$ cat config.mk
export PLATFORM = sky130hd
export DESIGN_NAME = fetch_stage
export DESIGN_NICKNAME = d
export VERILOG_FILES = /design/src/rtl/fetch_stage.sv
export SDC_FILE = /design/constraint.sdc
export NUM_CORES = 1
export LEC_CHECK = 0
export BUFFER_PORTS_ARGS = -buffer_cell sky130_fd_sc_hd__buf_2
export CORE_MARGIN = 2
export CORE_UTILIZATION = 38
export CTS_BUF_LIST = sky130_fd_sc_hd__clkbuf_4 sky130_fd_sc_hd__clkbuf_8
export CTS_CLUSTER_SIZE = 40
export DETAILED_ROUTE_END_ITERATION = 8
export SLEW_MARGIN = 10
export SYNTH_ARGS = -nofsm -noshare
export SYNTH_HDL_FRONTEND = slang
export SYNTH_SLANG_ARGS = --single-unit
$ cat constraint.sdc
create_clock -name clk -period 5.4 [get_ports clk]
set_input_delay 0.27 -clock clk [delete_from_list [all_inputs] [get_ports clk]]
set_output_delay 0.27 -clock clk [all_outputs]
set_load 0.03 [all_outputs]
$ cat src/rtl/fetch_stage.sv
// fetch_stage: instruction-fetch stage of the 5-stage ARM pipeline.
//
// Owns the program counter, presents it to the combinational instruction
// memory and captures the returned word into the IF/ID pipeline register.
// Handles hazard freeze, branch redirect and IF/ID flush, and keeps a
// saturating count of instructions handed to decode.
//
// Ports:
//   clk             system clock, all state changes on the rising edge
//   rst             synchronous active-high reset, overrides all other inputs
//   freeze          hazard stall: hold PC and IF/ID
//   branch_taken    branch resolved taken in EX: redirect PC, flush IF/ID
//   branch_addr     branch target from EX (low two bits ignored)
//   flush           flush IF/ID only, no effect on the PC
//   instruction_in  memory word for pc_out, valid in the same cycle
//   pc_out          current PC (the PC register itself)
//   if_pc           PC+4 of the instruction held in IF/ID
//   if_instruction  instruction word held in IF/ID
//   if_valid        IF/ID holds a real instruction
//   fetch_count     saturating count of instructions accepted into IF/ID
module fetch_stage #(
    parameter int unsigned     N        = 32,
    parameter logic [N-1:0]    RESET_PC = '0,
    parameter int unsigned     CNT_W    = 16
) (
    input  logic             clk,
    input  logic             rst,
    input  logic             freeze,
    input  logic             branch_taken,
    input  logic [N-1:0]     branch_addr,
    input  logic             flush,
    input  logic [N-1:0]     instruction_in,
    output logic [N-1:0]     pc_out,
    output logic [N-1:0]     if_pc,
    output logic [N-1:0]     if_instruction,
    output logic             if_valid,
    output logic [CNT_W-1:0] fetch_count
);

    localparam logic [N-1:0] PcStep    = N'(4);
    localparam logic [N-1:0] AlignMask = ~(N'(3));

    logic [N-1:0]     pc_q, pc_d;
    logic [N-1:0]     if_pc_q, if_pc_d;
    logic [N-1:0]     if_instr_q, if_instr_d;
    logic             if_valid_q, if_valid_d;
    logic [CNT_W-1:0] cnt_q, cnt_d;

    logic [N-1:0] pc_plus4;
    logic         accept;

    // Wraps modulo 2^N by construction.
    assign pc_plus4 = pc_q + PcStep;

    // IF/ID loads a fresh instruction only when neither discarding nor stalled.
    assign accept = !(branch_taken || flush) && !freeze;

    // PC next state: branch beats freeze; the target is forced word-aligned.
    always_comb begin
        pc_d = pc_q;
        if (branch_taken) begin
            pc_d = branch_addr & AlignMask;
        end else if (!freeze) begin
            pc_d = pc_plus4;
        end
    end

    // IF/ID next state: a branch or flush discards even a stalled instruction,
    // since it sits on the wrong path.
    always_comb begin
        if_pc_d    = if_pc_q;
        if_instr_d = if_instr_q;
        if_valid_d = if_valid_q;
        if (branch_taken || flush) begin
            if_pc_d    = '0;
            if_instr_d = '0;
            if_valid_d = 1'b0;
        end else if (!freeze) begin
            if_pc_d    = pc_plus4;
            if_instr_d = instruction_in;
            if_valid_d = 1'b1;
        end
    end

    // Counter sticks at all-ones instead of wrapping.
    always_comb begin
        cnt_d = cnt_q;
        if (accept && !(&cnt_q)) begin
            cnt_d = cnt_q + CNT_W'(1);
        end
    end

    always_ff @(posedge clk) begin
        if (rst) begin
            pc_q       <= RESET_PC;
            if_pc_q    <= '0;
            if_instr_q <= '0;
            if_valid_q <= 1'b0;
            cnt_q      <= '0;
        end else begin
            pc_q       <= pc_d;
            if_pc_q    <= if_pc_d;
            if_instr_q <= if_instr_d;
            if_valid_q <= if_valid_d;
            cnt_q      <= cnt_d;
        end
    end

    assign pc_out         = pc_q;
    assign if_pc          = if_pc_q;
    assign if_instruction = if_instr_q;
    assign if_valid       = if_valid_q;
    assign fetch_count    = cnt_q;

endmodule
* After elaboration in Yosys (flattened, before gate mapping)
Index checks and enable logic that the tools add are counted.
Word-level totals: flip-flop bits (word level) 113, latch bits 0, RAM bits 0, memory bits (read-only) 0, bits of input ports 69, output and inout bits 113, memories kept 0
Operators by class: add/subtract/negate cells 2, multiply operators 0, divide/modulo/power cells 0, $lt $le $gt $ge 0, equal/unequal tests 1, shift operators 0, multiplexer cells 2, bitwise logic cells 0, reductions and logical operators 9
Operators with widths (number):
- 32-bit two-way mux | 2
- 32-bit by 3-bit adder with 32-bit output, second input constant | 1
- 16-bit by 1-bit adder with 16-bit output, second input constant | 1
- 16-bit AND reduction | 1
- 2-bit OR reduction | 2
- 1-bit logical NOT | 3
- 1-bit logical AND | 2
- 2-bit by 1-bit inequality test with 1-bit output, second input constant | 1
- 1-bit logical OR | 1

* Logic depth before layout (Yosys ltp)
Gate-level depths: netlist of the first run.
depth in word-level cells 4, mapped depth 8, gate-level depth less buffers 6

* Least setup slack after synthesis of the first run
OpenSTA, ideal clock, no wires.
kind register to register, start point register cnt_q[0], in the netlist fetch_count[0], end point register cnt_q[7], in the netlist fetch_count[7], setup time 0.128 ns, arrival time 1.917 ns, data required time 5.272 ns, path slack 3.355 ns, cell stages (with the launch flop) 8, period minus slack after synthesis 2.045 ns, path through dfxtp_1 > ha_1 > inv_1 > or4_4 > buf_6 > o21ai_0 > xor2_1 > nor2_1
On the way: word-level cells in the longest chain between the ends 3, elaborated cells on any way between the ends 4
RTL lines:
- from (decl) | RTL line 47 | logic [CNT_W-1:0] cnt_q, cnt_d;
- from (signal assigned) | RTL line 105 | cnt_q <= cnt_d;
- parallel branches: the longest is 3 deep, another holds 16-bit by 1-bit adder with 16-bit output
Parallel ways; which one is timed is not known. A chain may end at the register's enable or synchronous reset.

* Worst setup path after layout of the first run
start point register pc_q[13], in the netlist pc_out[13], end point register pc_q[21], in the netlist pc_out[21]
On the way: word-level cells in the longest chain between the ends 3
RTL lines:
- from (decl) | RTL line 43 | logic [N-1:0] pc_q, pc_d;
- from (signal assigned) | RTL line 101 | pc_q <= pc_d;
- 32-bit by 3-bit adder with 32-bit output | RTL line 53 | assign pc_plus4 = pc_q + PcStep;
- 32-bit two-way mux | RTL line 63 | end else if (!freeze) begin
- 32-bit two-way mux | RTL line 61 | if (branch_taken) begin
No other way between the ends. The select of a mux whose other input is x is not followed.

==> results of run 1 <==
==> cell type report <==
cell class                      count  area, sq um
Antenna cell                        1         2.50
Timing Repair Buffer              177          893
Tap cell                          180          225
Clock buffer                       11          151
Inverter                           27          101
Multi-Input combinational cell    437         2770
Fill cell                        1420         7360
Sequential cell                   109         2180
Clock inverter                      5         33.8
==> state kept, by name, indices dropped and copies added, names as in the netlist <==
name	flops
fetch_count	16
if_pc	30
pc_out	30
if_valid	1
if_instruction	32
==> cell usage in the layout, fill, tap and decap left out, types with 14 or more instances in the layout <==
cell type and n:
inv_1 26, nand3_1 14, nand2_1 33, nor3_1 28, mux2i_1 46, buf_2 174
nand4_1 14, o21a_1 17, nor2_1 97, xnor2_1 32, dfxtp_1 109, xor2_1 31
a21oi_1 36
==> worst paths after layout <==
kind	from	end	slack, ns	cells after the start
setup reg to reg	pc_out[13]	pc_out[21]	2.94	5
setup / recovery	pc_out[13]	pc_out[21]	2.94	5
hold reg to reg	if_valid	if_valid	0.45	2
hold / removal	instruction_in[19]	if_instruction[19]	0.11	3
==> power groups by stage <==
stage / Sequential (W) / Combinational, W / Clock, W
3_5_place_dp: 0.000879 / 0.000207 / 0
3_3_place_gp: 0.000878 / 0.000205 / 0
5_1_grt: 0.000865 / 0.000225 / 0.000522
6_report: 0.000861 / 0.000207 / 0.000475
4_1_cts: 0.000861 / 0.000207 / 0.000499
2_1_floorplan: 0.000913 / 0.000104 / 0
==> stage by stage <==
stage	instances	hold WS, ns	utilization
global placement	930	0.429	0.450
detailed placement	930	0.441	0.450
global route	946	0.0936	0.463
floorplan	620	0.413	-
CTS	946	0.0815	0.463
finish	947	0.111	0.463
==> logic make-up after synthesis <==
family          Yosys count  synth area share
buf+inv                  74            0.0627
fa+ha+maj                 2           0.00475
other cells               1          0.000712
mux                      46            0.0875
compound gates           84            0.0970
simple gates            238             0.228
flops                   109             0.414
xor+xnor                 63             0.105
==> layer usage <==
| layer | up-vias | global-route usage |
|---|---|---|
| met5 | - | 0 |
| li1 | 2380 | - |
| met2 | 139 | 0.290 |
| met1 | 2174 | 0.237 |
| met4 | 0 | 0.0869 |
| met3 | 29 | 0.0412 |
==> tightest hold or removal path, cell delays in order <==
cell and delay, ns:
buf_2 0.08, mux2i_1 0.05, nor2_1 0.07
==> results.sh, run 1 <==
export IMPL_cp_max_fo=14
export IMPL_synth_edf_count=0
export IMPL_rsz0062_at_grt="false"
export IMPL_placed_cell_area_sq_um=6170
export IMPL_clock_sinks=109
export IMPL_post_place_ws_ns=3.04
export IMPL_ir_drop_mv=0.108
export IMPL_hpwlAfterDp_microns=9690
export IMPL_drtAntennaViolNets=0
export IMPL_switching_share=0.289
export IMPL_powerDensity_nw_per_um2=243
export IMPL_setup_ws_ns=2.94
export IMPL_pwr_share_clk=0.308
export IMPL_drt_wl_total_microns=13600
export IMPL_cts_made_buffers=9
export IMPL_die_area_sq_um=14800
export IMPL_path_cells="nand4_1, nor4_1, nand2_1, a221oi_1, nor3_1"
export IMPL_avgSynthCellArea_sq_um=8.53
export IMPL_syn_instance_count=617
export IMPL_synth_area_leader_cell="dfxtp_1"
export IMPL_synth_ff_type="dfxtp_1"
export IMPL_drc=0
export IMPL_gr_usage_all_layers=0.183
export IMPL_yosysTopAreaCellShare=0.414
export IMPL_viasPerCell=4.99
export IMPL_ys_warnings_count=0
export IMPL_final_setup_tns_ns=0
export IMPL_grt_pass1_wl_microns=21500
export IMPL_worst_ep_required_time_ns=5.65
export IMPL_cts_repair_resized=0
export IMPL_crit_family="simple AND/OR/NAND/NOR gates"
export IMPL_synthTopCellsByArea="dfxtp_1 (41%), mux2i_1 (8.7%), nor2_1 (6.9%)"
export IMPL_min_period_ns=2.46
export IMPL_grt_overflow_total=0
export IMPL_rows=43
export IMPL_clock_latency_ns=0.38
export IMPL_antenna_found_initial=1
export IMPL_ios=182
export IMPL_hold_path_class="input port to flip-flop"
export IMPL_drt_iter0_drc=198
export IMPL_synth_top_cells_by_count="dfxtp_1 (109), nor2_1 (97), mux2i_1 (46)"
export IMPL_synth_most_common_cell="dfxtp_1"
export IMPL_ys_seq_area_frac=0.414
export IMPL_area_growth_synth_to_final_pct=20.8
export IMPL_outcome="complete, no violations"
export IMPL_synthDistinctLibCells=45
export IMPL_fin_nets=832
export IMPL_worst_slew_pin_slew_ns=1.01
export IMPL_async_flop_share=0
export IMPL_met2_length_microns=6170
export IMPL_cts_root_buf="clkbuf_8"
export IMPL_cts_tree="done"
export IMPL_internal_power_w=0.00110
export IMPL_power_frac_comb=0.134
export IMPL_slowest_delay_ns=0.68
export IMPL_crit_type="flip-flop to flip-flop"
export IMPL_die_w_microns=122
export IMPL_synth_ff_latch_count=109
export IMPL_die_y_microns=122
export IMPL_wl_per_cell_microns=14.3
export IMPL_h_tree_depth=3
export IMPL_grt_pass1_vias=4372
export IMPL_cts_path_max_buffers=2
export IMPL_post_cts_setup_buffer_count=0
export IMPL_max_slew_margin_rel=0.323
export IMPL_fin_crit_sh=0.455
export IMPL_wl_met3_microns=771
export IMPL_final_area_sq_um=6360
export IMPL_netlist_area_sq_um=5270
export IMPL_port_buffers=175
export IMPL_cp_num_buf_inv=0
export IMPL_cts_hold_buffers=0
export IMPL_skew_ns=0.00637
export IMPL_power_leakage_nw=2.83
export IMPL_power_frac_seq=0.558
export IMPL_drv_cap=0
export IMPL_vias=4722
export IMPL_grt_max_degree=64
export IMPL_top_layer="met4"
export IMPL_start_util=0.384
export IMPL_first_pass_iters=4
export IMPL_total_power_w=0.00154
export IMPL_cp_end_kind="flip-flop"
export IMPL_met1_length_microns=6210
export IMPL_drive_gt1_frac=0.269
export IMPL_setup_violations=0
export IMPL_drv_slew=0
export IMPL_core_sq_um=13700
export IMPL_power_switching_w=0.000446
export IMPL_cp_arrival_ns=2.71
export IMPL_max_freq_mhz=407
export IMPL_cp_slowest_cell="nor4_1"
export IMPL_routabilityCongestion=0.923
export IMPL_hold_violations=0
export IMPL_clk_pin_slew_ns=0.11
export IMPL_startpoint_type="flip-flop"
(Power assumes the default switching activity.)
==> inputs of run 2 (changes only) <==
clock period = 2.3 ns   (was 5.4 ns; I/O delays follow)
==> run 2 against run 1 <==
- global-route usage rose by 1.3 points
- cell area rose by 10%
- core utilization rose by 4.8 points
- largest power group unchanged
==> results.sh, run 2 (synthesis results as in run 1) <==
export IMPL_wl_per_cell_microns=14.2
export IMPL_ir_drop_mv=0.302
export IMPL_cp_slowest_cell="dfxtp_1"
export IMPL_grt_pass1_wl_microns=23100
export IMPL_grt_pass1_vias=4746
export IMPL_drive_gt1_frac=0.261
export IMPL_clock_latency_ns=0.39
export IMPL_fin_crit_sh=0.883
export IMPL_slowest_delay_ns=0.47
export IMPL_area_growth_synth_to_final_pct=33.3
export IMPL_setup_ws_ns=0.269
export IMPL_viasPerCell=4.91
export IMPL_drv_slew=0
export IMPL_post_place_ws_ns=0.300
export IMPL_start_util=0.384
export IMPL_startpoint_type="flip-flop"
export IMPL_cts_path_max_buffers=2
export IMPL_die_y_microns=122
export IMPL_clock_sinks=109
export IMPL_crit_type="flip-flop to flip-flop"
export IMPL_gr_usage_all_layers=0.196
export IMPL_outcome="complete, no violations"
export IMPL_power_leakage_nw=3.14
export IMPL_rsz0062_at_grt="false"
export IMPL_cts_root_buf="clkbuf_8"
export IMPL_rows=43
export IMPL_grt_busiest_layer="met2"
export IMPL_grt_overflow_total=0
export IMPL_use_met3=0.0398
export IMPL_antenna_found_initial=0
export IMPL_final_setup_tns_ns=0
export IMPL_cp_arrival_ns=2.32
export IMPL_cts_tree="done"
export IMPL_setup_violations=0
export IMPL_drv_cap=0
export IMPL_final_core_util=0.512
export IMPL_path_cells="and4_1, nand4_2, nor4_1, xor2_1, o21a_1"
export IMPL_vias=4971
export IMPL_clk_pin_slew_ns=0.10
export IMPL_max_freq_mhz=492
export IMPL_post_cts_setup_buffer_count=0
export IMPL_hold_path_class="input port to flip-flop"
export IMPL_die_area_sq_um=14800
export IMPL_hpwlAfterDp_microns=10100
export IMPL_gr_usage_met1=0.253
export IMPL_diodes=0
export IMPL_h_tree_depth=3
export IMPL_cts_made_buffers=9
export IMPL_drt_iter0_drc=225
export IMPL_seqCellArea_sq_um=2180
export IMPL_fill_cells=1316
export IMPL_largest_reg_flops=32
export IMPL_powerDensity_nw_per_um2=543
export IMPL_routabilityCongestion=0.904
export IMPL_drc=0
export IMPL_ios=182
export IMPL_crit_family="simple AND/OR/NAND/NOR gates"
export IMPL_mostFrequentLayoutCells="buf_2 (174), dfxtp_1 (109), nor2_1 (97)"
export IMPL_cp_num_buf_inv=0
export IMPL_core_sq_um=13700
export IMPL_cp_end_kind="flip-flop"
export IMPL_cp_max_fo=10
export IMPL_min_period_ns=2.03
export IMPL_first_pass_iters=4
export IMPL_die_w_microns=122
export IMPL_grt_use_met2=0.324
export IMPL_grt_max_degree=80
export IMPL_final_common_cell="buf_2"
export IMPL_worst_ep_required_time_ns=2.59
export IMPL_worst_slew_pin_slew_ns=1.01
export IMPL_multiInputGateArea_sq_um=2770
export IMPL_port_buffers=175
export IMPL_drt_wl_total_microns=14400
export IMPL_fin_nets=900
export IMPL_hold_violations=0
export IMPL_drtAntennaViolNets=0
export IMPL_max_slew_margin_rel=0.329
export IMPL_skew_ns=0.0133
[run 2: layout make-up]
type / count / share of cell area
clock inverters: 3 / 0.00624
clock buffers: 12 / 0.0226
flip-flops and latches: 109 / 0.311
multi-input cells: 437 / 0.394
repair buffers: 245 / 0.220
inverters: 27 / 0.0144
well taps: 180 / 0.0321
[run 2: final timing paths]
check | start | to | slack [ns] | cells after the start
hold reg to reg | if_valid | if_valid | 0.45 | 2
setup / recovery | pc_out[7] | if_pc[31] | 0.27 | 5
setup reg to reg | pc_out[7] | if_pc[31] | 0.27 | 5
hold / removal | branch_addr[22] | pc_out[22] | 0.01 | 3
[run 2: what timing repair did]
| action | 4_1_cts | 5_1_grt |
|---|---|---|
| setup endpoints to repair | 0 | 0 |
| gates resized for setup | 0 | 0 |
| hold buffers | 56 | 0 |
| hold endpoints to repair | 56 | 0 |
[run 2: tightest hold or removal path, cell delays in order]
cell and delay (ns):
buf_2 0.10, nor2_1 0.08, a211oi_1 0.05
[run 2: per-stage QoR]
| stage | area, sq um | std cells | power [W] | hold WS [ns] |
|---|---|---|---|---|
| after floorplan | 5280 | 620 | 0.00239 | 0.258 |
| after global placement | 6260 | 942 | 0.00256 | 0.348 |
| after global routing | 7020 | 1013 | 0.00400 | 0.0123 |
| after detailed placement | 6260 | 942 | 0.00257 | 0.354 |
| final | 7020 | 1013 | 0.00381 | 0.0146 |
| after CTS | 7020 | 1013 | 0.00386 | 0.00131 |
[run 2: layer usage]
metal | wire, microns | up-vias
met3 | 713 | 30
met1 | 6480 | 2269
met5 | 0 | -
li1 | - | 2511
met2 | 6860 | 161
met4 | 373 | 0
[run 2: where the power goes]
group	total [W]	switching [W]	internal, W
clock	0.00121	0.000637	0.000572
sequential	0.00201	0.0000709	0.00194
combinational	0.000588	0.000335	0.000254
==> inputs of run 3 (changes only) <==
CELL_PAD_IN_SITES_DETAIL_PLACEMENT = 1   (was default)
CELL_PAD_IN_SITES_GLOBAL_PLACEMENT = 1   (was default)
PLACE_DENSITY_LB_ADDON = 0.1   (was default)
==> run 3 against run 2 <==
- combinational power increased by 2%
- clock power is 9% lower
- global-route usage increased by 2.7 points
- fmax decreased by 1.6%
- non-clock buffer count is 9 higher
- core utilization is 0.31 points higher
- final cell count up 0.89%
- register-to-register slack worse by 0.03 ns
- cell area up 0.61%
- largest cell class unchanged
- highest routed layer unchanged
==> results.sh, run 3 (synthesis results as in run 1) <==
export IMPL_setup_ws_ns=0.236
export IMPL_final_setup_tns_ns=0
export IMPL_whs_ns=0.0226
export IMPL_ff2ff_path_depth=6
export IMPL_outcome="complete, no violations"
export IMPL_clock_sinks=109
export IMPL_rsz0062_at_grt="false"
export IMPL_drt_wl_total_microns=16400
export IMPL_routabilityCongestion=0.865
export IMPL_max_freq_mhz=484
export IMPL_antenna_found_initial=0
export IMPL_max_slew_margin_rel=0.540
export IMPL_fin_crit_sh=0.898
export IMPL_startpoint_type="flip-flop"
export IMPL_cts_tree="done"
export IMPL_die_area_sq_um=14800
export IMPL_worst_slew_pin_slew_ns=0.690
export IMPL_viasPerCell=5.05
export IMPL_cts_root_buf="clkbuf_8"
export IMPL_drv_cap=0
export IMPL_vias=5164
export IMPL_post_cts_setup_buffer_count=0
export IMPL_die_y_microns=122
export IMPL_final_area_sq_um=7060
export IMPL_post_place_ws_ns=0.262
export IMPL_grt_overflow_total=0
export IMPL_die_w_microns=122
export IMPL_grt_pass1_vias=5245
export IMPL_final_common_cell="buf_2"
export IMPL_first_pass_iters=4
export IMPL_grt_pass1_wl_microns=25900
export IMPL_holdPathEnd="pc_out[30]"
export IMPL_crit_type="flip-flop to flip-flop"
export IMPL_drt_iter0_drc=247
export IMPL_grt_max_degree=52
export IMPL_drc=0
export IMPL_placed_cell_area_sq_um=6310
export IMPL_start_util=0.384
export IMPL_diodes=0
export IMPL_fin_nets=909
export IMPL_powerDensity_nw_per_um2=525
export IMPL_hpwlAfterDp_microns=11300
export IMPL_r2r_start="pc_out[2]"
export IMPL_area_growth_synth_to_final_pct=34.1
export IMPL_core_sq_um=13700
export IMPL_rows=43
export IMPL_mostFrequentLayoutCells="buf_2 (174), dfxtp_1 (109), nor2_1 (97)"
export IMPL_drtAntennaViolNets=0
export IMPL_cts_repair_resized=0
export IMPL_min_period_ns=2.06
export IMPL_rrSetupSlack_ns=0.24
export IMPL_clk_pin_slew_ns=0.10
export IMPL_hold_violations=0
export IMPL_reg2reg_to="pc_out[12]"
export IMPL_hold_path_class="input port to flip-flop"
export IMPL_ios=182
export IMPL_port_buffers=175
export IMPL_cts_path_max_buffers=2
export IMPL_cts_made_buffers=9
export IMPL_holdPathStages=3
export IMPL_drv_slew=0
export IMPL_h_tree_depth=3
export IMPL_clock_latency_ns=0.38
export IMPL_cts_hold_buffers=57
export IMPL_cp_arrival_ns=2.37
export IMPL_ir_drop_mv=0.264
export IMPL_wl_per_cell_microns=16.1
export IMPL_gr_usage_all_layers=0.223
export IMPL_cp_max_fo=8
export IMPL_largest_reg_flops=32
export IMPL_skew_ns=0.0115
export IMPL_worst_ep_required_time_ns=2.60
export IMPL_cp_end_kind="flip-flop"
export IMPL_drive_gt1_frac=0.266
export IMPL_min_delay_start="branch_addr[30]"
export IMPL_setup_violations=0
export IMPL_power_leakage_nw=3.16
[run 3: worst max-delay path by stage]
stage	slack [ns]	from	endpoint	cells past startpoint
after floorplan	0.26	fetch_count[0]	fetch_count[7]	7
after global placement	0.33	pc_out[2]	pc_out[12]	6
after detailed placement	0.26	fetch_count[0]	fetch_count[1]	6
after CTS	0.23	pc_out[2]	pc_out[12]	6
after global routing	0.09	pc_out[2]	pc_out[14]	5
final	0.24	pc_out[2]	pc_out[12]	6
[run 3: through the flow]
step,utilization,total power (W),cells
6_report,0.515,0.00371,1022
3_3_place_gp,0.460,0.00256,949
5_1_grt,0.515,0.00388,1022
4_1_cts,0.514,0.00375,1021
2_1_floorplan,-,0.00239,620
3_5_place_dp,0.460,0.00258,949
[run 3: layout make-up]
| cell class | instances | area, sq um |
|---|---|---|
| clock buffer | 11 | 139 |
| clock inverter | 4 | 33.8 |
| fill | 1705 | 6660 |
| inverter | 27 | 101 |
| multi-input combinational | 437 | 2770 |
| sequential | 109 | 2180 |
| tap | 180 | 225 |
| timing repair buffer | 254 | 1620 |
[run 3: routing by layer]
metal  up-vias  wire [microns]  GRT usage
li1       2537               -          -
met1      2485            7100      0.268
met2       126            8280      0.397
met3        16             783     0.0440
met4         0             265     0.0783
met5         -               0          0
[run 3: worst max-delay path, cell delays in order (launching register included)]
cell,delay [ns]
dfxtp_1,0.49
ha_1,0.39
nand2b_1,0.18
or3_1,0.51
xnor2_1,0.18
nand2_1,0.07
a21oi_1,0.17
[run 3: report_power, final]
group          internal (W)  switching (W)
Clock              0.000421       0.000677
Combinational      0.000257       0.000345
Sequential          0.00194      0.0000673
Total               0.00262        0.00109
